<file path="src/rtl/alu_pkg.sv">
// Shared encodings for the ALU / adder-hold stage and its decimal nibble adders.
package alu_pkg;

   localparam logic [3:0] BCD_MAX_DIGIT = 4'd9;

   typedef enum logic [2:0] {
      SUMS = 3'd0,
      ANDS = 3'd1,
      EORS = 3'd2,
      ORS  = 3'd3,
      SRS  = 3'd4
   } alu_op_e;

   typedef enum logic [1:0] {
      IDLE = 2'd0,
      HOLD = 2'd1,
      ADJ  = 2'd2
   } state_e;

endpackage

</file>
<file path="src/rtl/bcd_nibble_adder.sv">
// 4-bit adder whose carry is forced when a decimal add produces a digit above 9.
module bcd_nibble_adder
   import alu_pkg::*;
(
   input  logic [3:0] a,
   input  logic [3:0] b,
   input  logic       cin,
   input  logic       dec_add,
   output logic [3:0] s,
   output logic       cout
);

   logic [4:0] sum;

   assign sum  = {1'b0, a} + {1'b0, b} + {4'b0000, cin};
   assign s    = sum[3:0];
   assign cout = sum[4] | (dec_add & (sum[3:0] > BCD_MAX_DIGIT));

endmodule

</file>
<file path="src/rtl/alu_adder_hold.sv">
// ALU operation plus adder hold register with decimal carries and adjust strobes,
// behind a valid/ready handshake.
//
// state | meaning
// IDLE  | ready for an operation; inputs captured on op_valid
// HOLD  | result presented; held until result_ready
// ADJ   | one extra cycle keeping daa_n/dsa_n asserted for the adjust adder
module alu_adder_hold
   import alu_pkg::*;
#(
   parameter int WIDTH = 8   // nibble split fixed at bit 4; only 8 is meaningful
) (
   input  logic             clk_2,
   input  logic             res_n,
   input  logic             op_valid,
   output logic             op_ready,
   input  logic [2:0]       alu_op,
   input  logic [WIDTH-1:0] ai,
   input  logic [WIDTH-1:0] bi,
   input  logic             carry_in,
   input  logic             decimal_en,
   input  logic             subtract,
   output logic             result_valid,
   input  logic             result_ready,
   output logic [WIDTH-1:0] alu_result,
   output logic             half_carry,
   output logic             alu_cout_n,
   output logic             overflow,
   output logic             daa_n,
   output logic             dsa_n
);

   state_e           state_q, state_d;
   logic             dec_op_q;
   logic             load;
   logic             dec_add;
   logic             dec_op;
   logic [3:0]       lo_s, hi_s;
   logic             dc3, dc7;
   logic [WIDTH-1:0] nxt_result;
   logic             nxt_hc, nxt_cout_n, nxt_ovf;

   assign dec_add = decimal_en & ~subtract;
   assign dec_op  = (alu_op == SUMS) & decimal_en;

   bcd_nibble_adder u_lo (
      .a       (ai[3:0]),
      .b       (bi[3:0]),
      .cin     (carry_in),
      .dec_add (dec_add),
      .s       (lo_s),
      .cout    (dc3)
   );

   bcd_nibble_adder u_hi (
      .a       (ai[7:4]),
      .b       (bi[7:4]),
      .cin     (dc3),
      .dec_add (dec_add),
      .s       (hi_s),
      .cout    (dc7)
   );

   always_comb begin
      nxt_result = ai | bi;
      nxt_hc     = 1'b0;
      nxt_cout_n = 1'b1;
      nxt_ovf    = 1'b0;
      case (alu_op)
         SUMS: begin
            nxt_result = {hi_s, lo_s};
            nxt_hc     = dc3;
            nxt_cout_n = ~dc7;
            nxt_ovf    = ~(ai[7] ^ bi[7]) & (ai[7] ^ hi_s[3]);
         end
         ANDS:    nxt_result = ai & bi;
         EORS:    nxt_result = ai ^ bi;
         SRS: begin
            nxt_result = {carry_in, ai[7:1]};
            nxt_cout_n = ~ai[0];
         end
         default: nxt_result = ai | bi;   // ORS and the unused codes 5-7
      endcase
   end

   always_comb begin
      state_d      = state_q;
      load         = 1'b0;
      op_ready     = (state_q == IDLE);
      result_valid = (state_q == HOLD);
      case (state_q)
         IDLE: begin
            if (op_valid) begin
               load    = 1'b1;
               state_d = HOLD;
            end
         end
         HOLD: begin
            if (result_ready) state_d = dec_op_q ? ADJ : IDLE;
         end
         ADJ:     state_d = IDLE;
         default: state_d = IDLE;
      endcase
   end

   always_ff @(posedge clk_2) begin
      if (!res_n) begin
         state_q    <= IDLE;
         dec_op_q   <= 1'b0;
         alu_result <= '0;
         half_carry <= 1'b0;
         alu_cout_n <= 1'b1;
         overflow   <= 1'b0;
         daa_n      <= 1'b1;
         dsa_n      <= 1'b1;
      end else begin
         state_q <= state_d;
         if (load) begin
            dec_op_q   <= dec_op;
            alu_result <= nxt_result;
            half_carry <= nxt_hc;
            alu_cout_n <= nxt_cout_n;
            overflow   <= nxt_ovf;
            daa_n      <= ~dec_op | subtract;
            dsa_n      <= ~dec_op | ~subtract;
         end else if (state_d == IDLE) begin
            // strobes span HOLD entry through the end of ADJ, then release
            daa_n <= 1'b1;
            dsa_n <= 1'b1;
         end
      end
   end

endmodule

</file>
<file path="config.mk">
export PLATFORM = sky130hd
export DESIGN_NAME = alu_adder_hold
export DESIGN_NICKNAME = d
export VERILOG_FILES = /design/src/rtl/alu_pkg.sv /design/src/rtl/bcd_nibble_adder.sv /design/src/rtl/alu_adder_hold.sv
export SDC_FILE = /design/constraint.sdc
export NUM_CORES = 1
export LEC_CHECK = 0
export ABC_AREA = 1
export CAP_MARGIN = 15
export CORE_ASPECT_RATIO = 2
export CORE_UTILIZATION = 25
export CTS_BUF_LIST = sky130_fd_sc_hd__clkbuf_16
export CTS_CLUSTER_SIZE = 25
export DETAILED_ROUTE_END_ITERATION = 10
export GPL_ROUTABILITY_DRIVEN = 0
export PLACE_DENSITY = 0.58
export SYNTH_ARGS = -nofsm -noshare
export SYNTH_HDL_FRONTEND = slang
export SYNTH_SLANG_ARGS = --single-unit
</file>
<file path="constraint.sdc">
create_clock -name clk_2 -period 3.2 [get_ports clk_2]
set_input_delay 0.48 -clock clk_2 [delete_from_list [all_inputs] [get_ports clk_2]]
set_output_delay 0.48 -clock clk_2 [all_outputs]
set_load 0.1 [all_outputs]
</file>
# ---- Word-level counts from Yosys, hierarchy flattened
# Index checks and enable logic that the tools add are counted.
dict set report word_totals {
  register_bits 16
  inputBits 26
  wordCells 54
}
dict set report op_classes {
  add_sub_neg 4
  order_cmp 2
  n_eq_ne 4
  muxes 13
  bitwise_logic 19
  n_reduce_logical 4
}
# cell count
set op_table {}
lappend op_table {{case mux 8 bit (4 select lines)} 1}
lappend op_table {{adder 4 x 4 -> 5 bit} 2}
lappend op_table {{adder 5 x 1 -> 5 bit} 2}
lappend op_table {{bitwise AND 8 bit} 1}
lappend op_table {{> comparator 4 bit (second input constant)} 2}
lappend op_table {{OR 8 bit} 1}
lappend op_table {{bitwise XOR 8 bit} 1}
lappend op_table {{2-to-1 mux 1 bit} 7}
lappend op_table {{2-to-1 mux 2 bit} 3}
lappend op_table {{bitwise AND 1 bit} 5}
lappend op_table {{NOT 1 bit} 5}
lappend op_table {{logical NOT 2 bit} 2}
lappend op_table {{OR 1 bit} 4}
lappend op_table {{case mux 2 bit (2 select lines)} 1}
lappend op_table {{equality test 3 x 1 -> 1 bit (second input constant)} 1}
lappend op_table {{equality test 3 x 2 -> 1 bit (second input constant)} 1}
lappend op_table {{equality test 3 bit (second input constant)} 1}
lappend op_table {{logical NOT 3 bit} 1}
lappend op_table {{equality test 2 x 1 -> 1 bit (second input constant)} 1}
lappend op_table {{case mux 1 bit (2 select lines)} 1}
lappend op_table {{nonzero test 2 bit} 1}
lappend op_table {{bitwise XOR 1 bit} 2}

# ---- Logic depth before layout (Yosys ltp)
dict set report depth {
  word_depth 11
  ltp_mapped 20
}

# ---- By module
# Synthesis repeated with hierarchy kept, for this count alone.
dict set report hier_totals {
  cells_unflattened 272
  hier_area_um2 1681.6
}
# mod instances cells_each area_each_um2 seq_area_each_um2
set modules_own_cells {}
lappend modules_own_cells {alu_adder_hold 1 218 1328.8 320.3}
lappend modules_own_cells {{bcd_nibble_adder at u_lo} 1 29 186.4 0.0}
lappend modules_own_cells {{bcd_nibble_adder at u_hi} 1 25 166.4 0.0}

# ---- Least setup slack after synthesis
# No wires, ideal clock.
dict set report synth_path {
  path_type {input to register}
  start {input ai[0]}
  end {register alu_cout_n}
  arrival_time_ns 2.792
  slack_ns 0.289
  path_stages 17
  path_buffers 0
  cell_sequence {inv_1 fa_1 inv_1 fa_1 inv_1 nand2_1 a21oi_1 nor2_1 nand2_1 nand2_1 inv_1 fa_1 fa_1 xnor2_1 o21bai_1 o21ai_0 nand2_1}
}
dict set report synth_between {
  elab_chain_cells 11
  elab_cells_between_ends 12
  classes_between {3 x add/sub; 2 x order compare; 1 x mux; 6 x bitwise}
}
# element line_no
set synth_rtl {}
lappend synth_rtl {{from (decl)} alu_adder_hold.sv:18} ;# input logic [WIDTH-1:0] ai,
lappend synth_rtl {{adder 4 x 4 -> 5 bit} bcd_nibble_adder.sv:15} ;# assign sum = {1'b0, a} + {1'b0, b} + {4'b0000, cin};
lappend synth_rtl {{adder 5 x 1 -> 5 bit} bcd_nibble_adder.sv:15}
lappend synth_rtl {{> comparator 4 bit} bcd_nibble_adder.sv:17} ;# assign cout = sum[4] | (dec_add & (sum[3:0] > BCD_MAX_DIGIT));
lappend synth_rtl {{bitwise AND 1 bit} bcd_nibble_adder.sv:17}
lappend synth_rtl {{OR 1 bit} bcd_nibble_adder.sv:17}
lappend synth_rtl {{adder 5 x 1 -> 5 bit} bcd_nibble_adder.sv:15}
lappend synth_rtl {{> comparator 4 bit} bcd_nibble_adder.sv:17}
lappend synth_rtl {{bitwise AND 1 bit} bcd_nibble_adder.sv:17}
lappend synth_rtl {{OR 1 bit} bcd_nibble_adder.sv:17}
lappend synth_rtl {{NOT 1 bit} alu_adder_hold.sv:73} ;# nxt_cout_n = ~dc7;
lappend synth_rtl {{case mux 1 bit (2 select lines) *} alu_adder_hold.sv:69} ;# case (alu_op)
lappend synth_rtl {{to (signal assigned)} alu_adder_hold.sv:122} ;# alu_cout_n <= nxt_cout_n;
lappend synth_rtl {{to (decl)} alu_adder_hold.sv:27} ;# output logic alu_cout_n,
# Mark *: on every way between the ends. The rest lies on a longest branch, timed or not.
# A chain may end at the register's enable or synchronous reset.

# ---- Worst setup path after layout
dict set report layout_path {
  start {input ai[0]}
  end {register alu_result[5]}
}
dict set report layout_between {
  elab_chain_cells 7
}
# element line_no
set layout_rtl {}
lappend layout_rtl {{adder 4 x 4 -> 5 bit *} bcd_nibble_adder.sv:15}
lappend layout_rtl {{adder 5 x 1 -> 5 bit *} bcd_nibble_adder.sv:15}
lappend layout_rtl {{> comparator 4 bit} bcd_nibble_adder.sv:17}
lappend layout_rtl {{bitwise AND 1 bit} bcd_nibble_adder.sv:17}
lappend layout_rtl {{OR 1 bit *} bcd_nibble_adder.sv:17}
lappend layout_rtl {{adder 5 x 1 -> 5 bit *} bcd_nibble_adder.sv:15}
lappend layout_rtl {{case mux 8 bit (4 select lines) *} alu_adder_hold.sv:69}
lappend layout_rtl {{to (signal assigned)} alu_adder_hold.sv:120} ;# alu_result <= nxt_result;
lappend layout_rtl {{to (decl)} alu_adder_hold.sv:25} ;# output logic [WIDTH-1:0] alu_result,
# Marks and branches as above.

==> results.sh <==
export IMPL_worst_r2r_endpoint="alu_cout_n"
export IMPL_status="complete, no violations"
export IMPL_io_buffers=40
export IMPL_switching_share_pct=37.3
export IMPL_slew_viol_final=0
export IMPL_grt_pass1_vias=1533
export IMPL_worstPathCellList="dlygate4sd2_1, inv_2, fa_2, inv_2, fa_2, a21oi_1, nor2_1, nand2_1, nand2_1, inv_1, fa_2, fa_2, inv_1, nand2_1, nand4_1, nor2_1, nor2_1"
export IMPL_clkLatencyLatePin_ns=0.24
export IMPL_clock_sinks=16
export IMPL_vdd_ir_drop_max_v=0.000425
export IMPL_drc=0
export IMPL_fmaxAchievable_ghz=0.332
export IMPL_postSynthAreaPerCell_um2=6.47
export IMPL_syn_nets=269
export IMPL_finalHoldViolCount=0
export IMPL_diodes=0
export IMPL_async_flop_share_pct=0
export IMPL_finalSetupViolations=0
export IMPL_synth_cell_area_um2=1440
export IMPL_drive_gt1_share_pct=17.2
export IMPL_total_power_mw=0.786
export IMPL_switching_power_mw=0.293
export IMPL_viasPerCell=4.60
export IMPL_path_clk_slew_ns=0.05
export IMPL_die_x_um=55.7
export IMPL_rsz0062_at_grt="no"
export IMPL_p_seq_share_pct=27.8
export IMPL_p_int_mw=0.492
export IMPL_min_period_ns=3.02
export IMPL_drt_pass1_iterations=4
export IMPL_critPathBufInv=5
export IMPL_ys_seq_area_share_pct=22.2
export IMPL_drtIter0Drc=29
export IMPL_synth_distinct_cells=23
export IMPL_die_area_um2=6100
export IMPL_r2r_setup_slack_ns=1.68
export IMPL_clock_root_buffer="clkbuf_16"
export IMPL_cts_tree="yes"
export IMPL_cp_slowest_cell="fa_2"
export IMPL_path_class="in -> reg"
export IMPL_synth_top_area_cell="dfxtp_1"
export IMPL_numCtsBuffers=3
export IMPL_final_antenna_net_count=0
export IMPL_clock_path_buffers=2
export IMPL_final_common_cell="nand2_1"
export IMPL_antenna_found_initial=0
export IMPL_fp_row_count=38
export IMPL_startpoint_type="primary input"
export IMPL_required_ns=3.33
export IMPL_final_cell_mix="nand2_1 (59), inv_1 (34), clkdlybuf4s50_1 (25)"
export IMPL_synth_area_top_cells="dfxtp_1 (22%), nand2_1 (15%), ha_1 (14%), inv_1 (9.9%), fa_1 (5.6%)"
export IMPL_post_place_ws_ns=-0.393
export IMPL_p_per_area_nw_per_um2=374
export IMPL_critPathCaptureType="flip-flop"
export IMPL_synth_edf_count=0
export IMPL_leakage_nw=1.04
export IMPL_area_growth_syn_to_layout_pct=45.5
export IMPL_worstMarginPinSlew_ns=0.958
export IMPL_syn_inst=223
export IMPL_core_area_um2=5470
export IMPL_ys_ff_latch=16
export IMPL_path_delay_family="adder cells"
export IMPL_worstHoldEndpoint="state_q[1]"
export IMPL_ios=41
export IMPL_min_from="dec_op_q"
export IMPL_grt_max_degree=16
export IMPL_max_stage_delay_ns=0.55
export IMPL_cp_data_arrival_time_ns=3.15
export IMPL_cap_viol_max_count=0
export IMPL_yosys_warnings=0
export IMPL_route_vias_total=1561
export IMPL_clockPowerShare_pct=30.4
export IMPL_timing_slew_headroom_pct=35.9
export IMPL_grt_overflow=0
export IMPL_hold_class="reg -> reg"
export IMPL_layout_nets=326
export IMPL_routed_wl_mm=3.91
export IMPL_r2r_cells=7
export IMPL_fin_skew_ns=0.00179
export IMPL_start_util_pct=26.4
export IMPL_htreeDepth=1
export IMPL_hold_path_depth=2
export IMPL_cpMostUsedCell="fa_2"
export IMPL_synth_ff_type="dfxtp_1"
export IMPL_wire_per_inst_um=11.5
export IMPL_yosys_area_top_type_share_pct=22.2
export IMPL_setup_ws_ns=0.184
export IMPL_crit_path_max_fanout=2
export IMPL_post_route_period_util_pct=94.3
export IMPL_hpwlAfterDp_mm=3.22
export IMPL_grt_pass1_wl_mm=6.46
export IMPL_p_comb_share_pct=41.8
export IMPL_r2r_start="state_q[0]"
export IMPL_dieHeight_um=109
export IMPL_groute_usage_overall_pct=13.2
-- state kept, by name, summed over array words and instances, names as in the netlist --
register / count
alu_cout_n: 1
alu_result: 8
daa_n: 1
dec_op_q: 1
dsa_n: 1
half_carry: 1
overflow: 1
state_q: 2
-- power groups by stage --
stage / Sequential, mW / Combinational, mW / Clock [mW]
after floorplan: 0.301 / 0.132 / 0
after global placement: 0.222 / 0.317 / 0
after detailed placement: 0.222 / 0.319 / 0
after CTS: 0.218 / 0.325 / 0.245
after global routing: 0.219 / 0.360 / 0.253
final: 0.218 / 0.329 / 0.239
-- worst min-delay path, stage by stage, from the launching register on --
cell     delay (ns)
dfxtp_1        0.30
nand2_1        0.07
nor3_1         0.04
-- metal layers --
metal / global-route usage (%) / vias up / share of wire [%]
met5: 0 / - / 0
met4: 5.54 / 0 / 2.3
met3: 1.18 / 6 / 3.4
met2: 26.2 / 39 / 55
met1: 13.9 / 700 / 39
li1: - / 816 / -
-- cell families (layout without fill, tap and decap cells) --
logic type,count (synthesis),count (layout),share of synthesized area (%)
AOI/OAI and AO/OA,31,31,10.9
and+or+nand+nor,110,110,34.7
xor gates and xnor gates,2,2,1.21
adders and majority gates,20,20,19.4
buffers and inverters,44,100,11.5
DFF,16,16,22.2
-- cell usage after synthesis (2+ instances only) --
library cell / instances
nor2_4: 2
nor2_2: 2
o21ai_0: 9
nand3_1: 14
o21ai_1: 7
clkinv_1: 2
a21oi_1: 14
fa_1: 4
dfxtp_1: 16
nand4_1: 10
nand2_2: 2
nand2_1: 59
inv_2: 3
inv_1: 38
nor2_1: 18
ha_1: 16
-- timing repair --
action                                  4_1_cts  5_1_grt
gates resized for setup                      11        5
gates cloned                                  0        0
endpoints found under the setup margin        3        3
buffers inserted                              2        0
hold buffers                                  0        0
hold endpoints to repair                      0        0
pin swaps                                     3        0
-- metrics by stage --
stage               TNS [ns]  area [um2]  hold WS (ns)  utilization, %  std cells
finish                     0        2100         0.462            38.4        339
detailed placement     -1.28        1970         0.455            36.0        333
floorplan                  0        1440         0.445               -        223
CTS                        0        2070         0.463            37.9        339
global route               0        2100         0.490            38.4        339
global placement       -1.10        1970         0.452            36.0        333
-- worst max path at each step --
stage / start / endpoint / cells past startpoint
floorplan: ai[0] / alu_cout_n / 17
global placement: ai[0] / alu_cout_n / 18
detailed placement: ai[0] / alu_cout_n / 18
CTS: ai[1] / alu_result[5] / 17
global route: ai[0] / alu_result[5] / 17
finish: ai[0] / alu_result[5] / 17
-- layout make-up --
type | instances | area, um2
repair buffers | 53 | 474
flip-flops and latches | 16 | 320
fillers | 601 | 3370
inverters | 43 | 161
clock buffers | 3 | 75.1
well taps | 60 | 75.1
multi-input cells | 163 | 990
clock inverters | 1 | 3.75
Power figures use the tool's default switching activity.
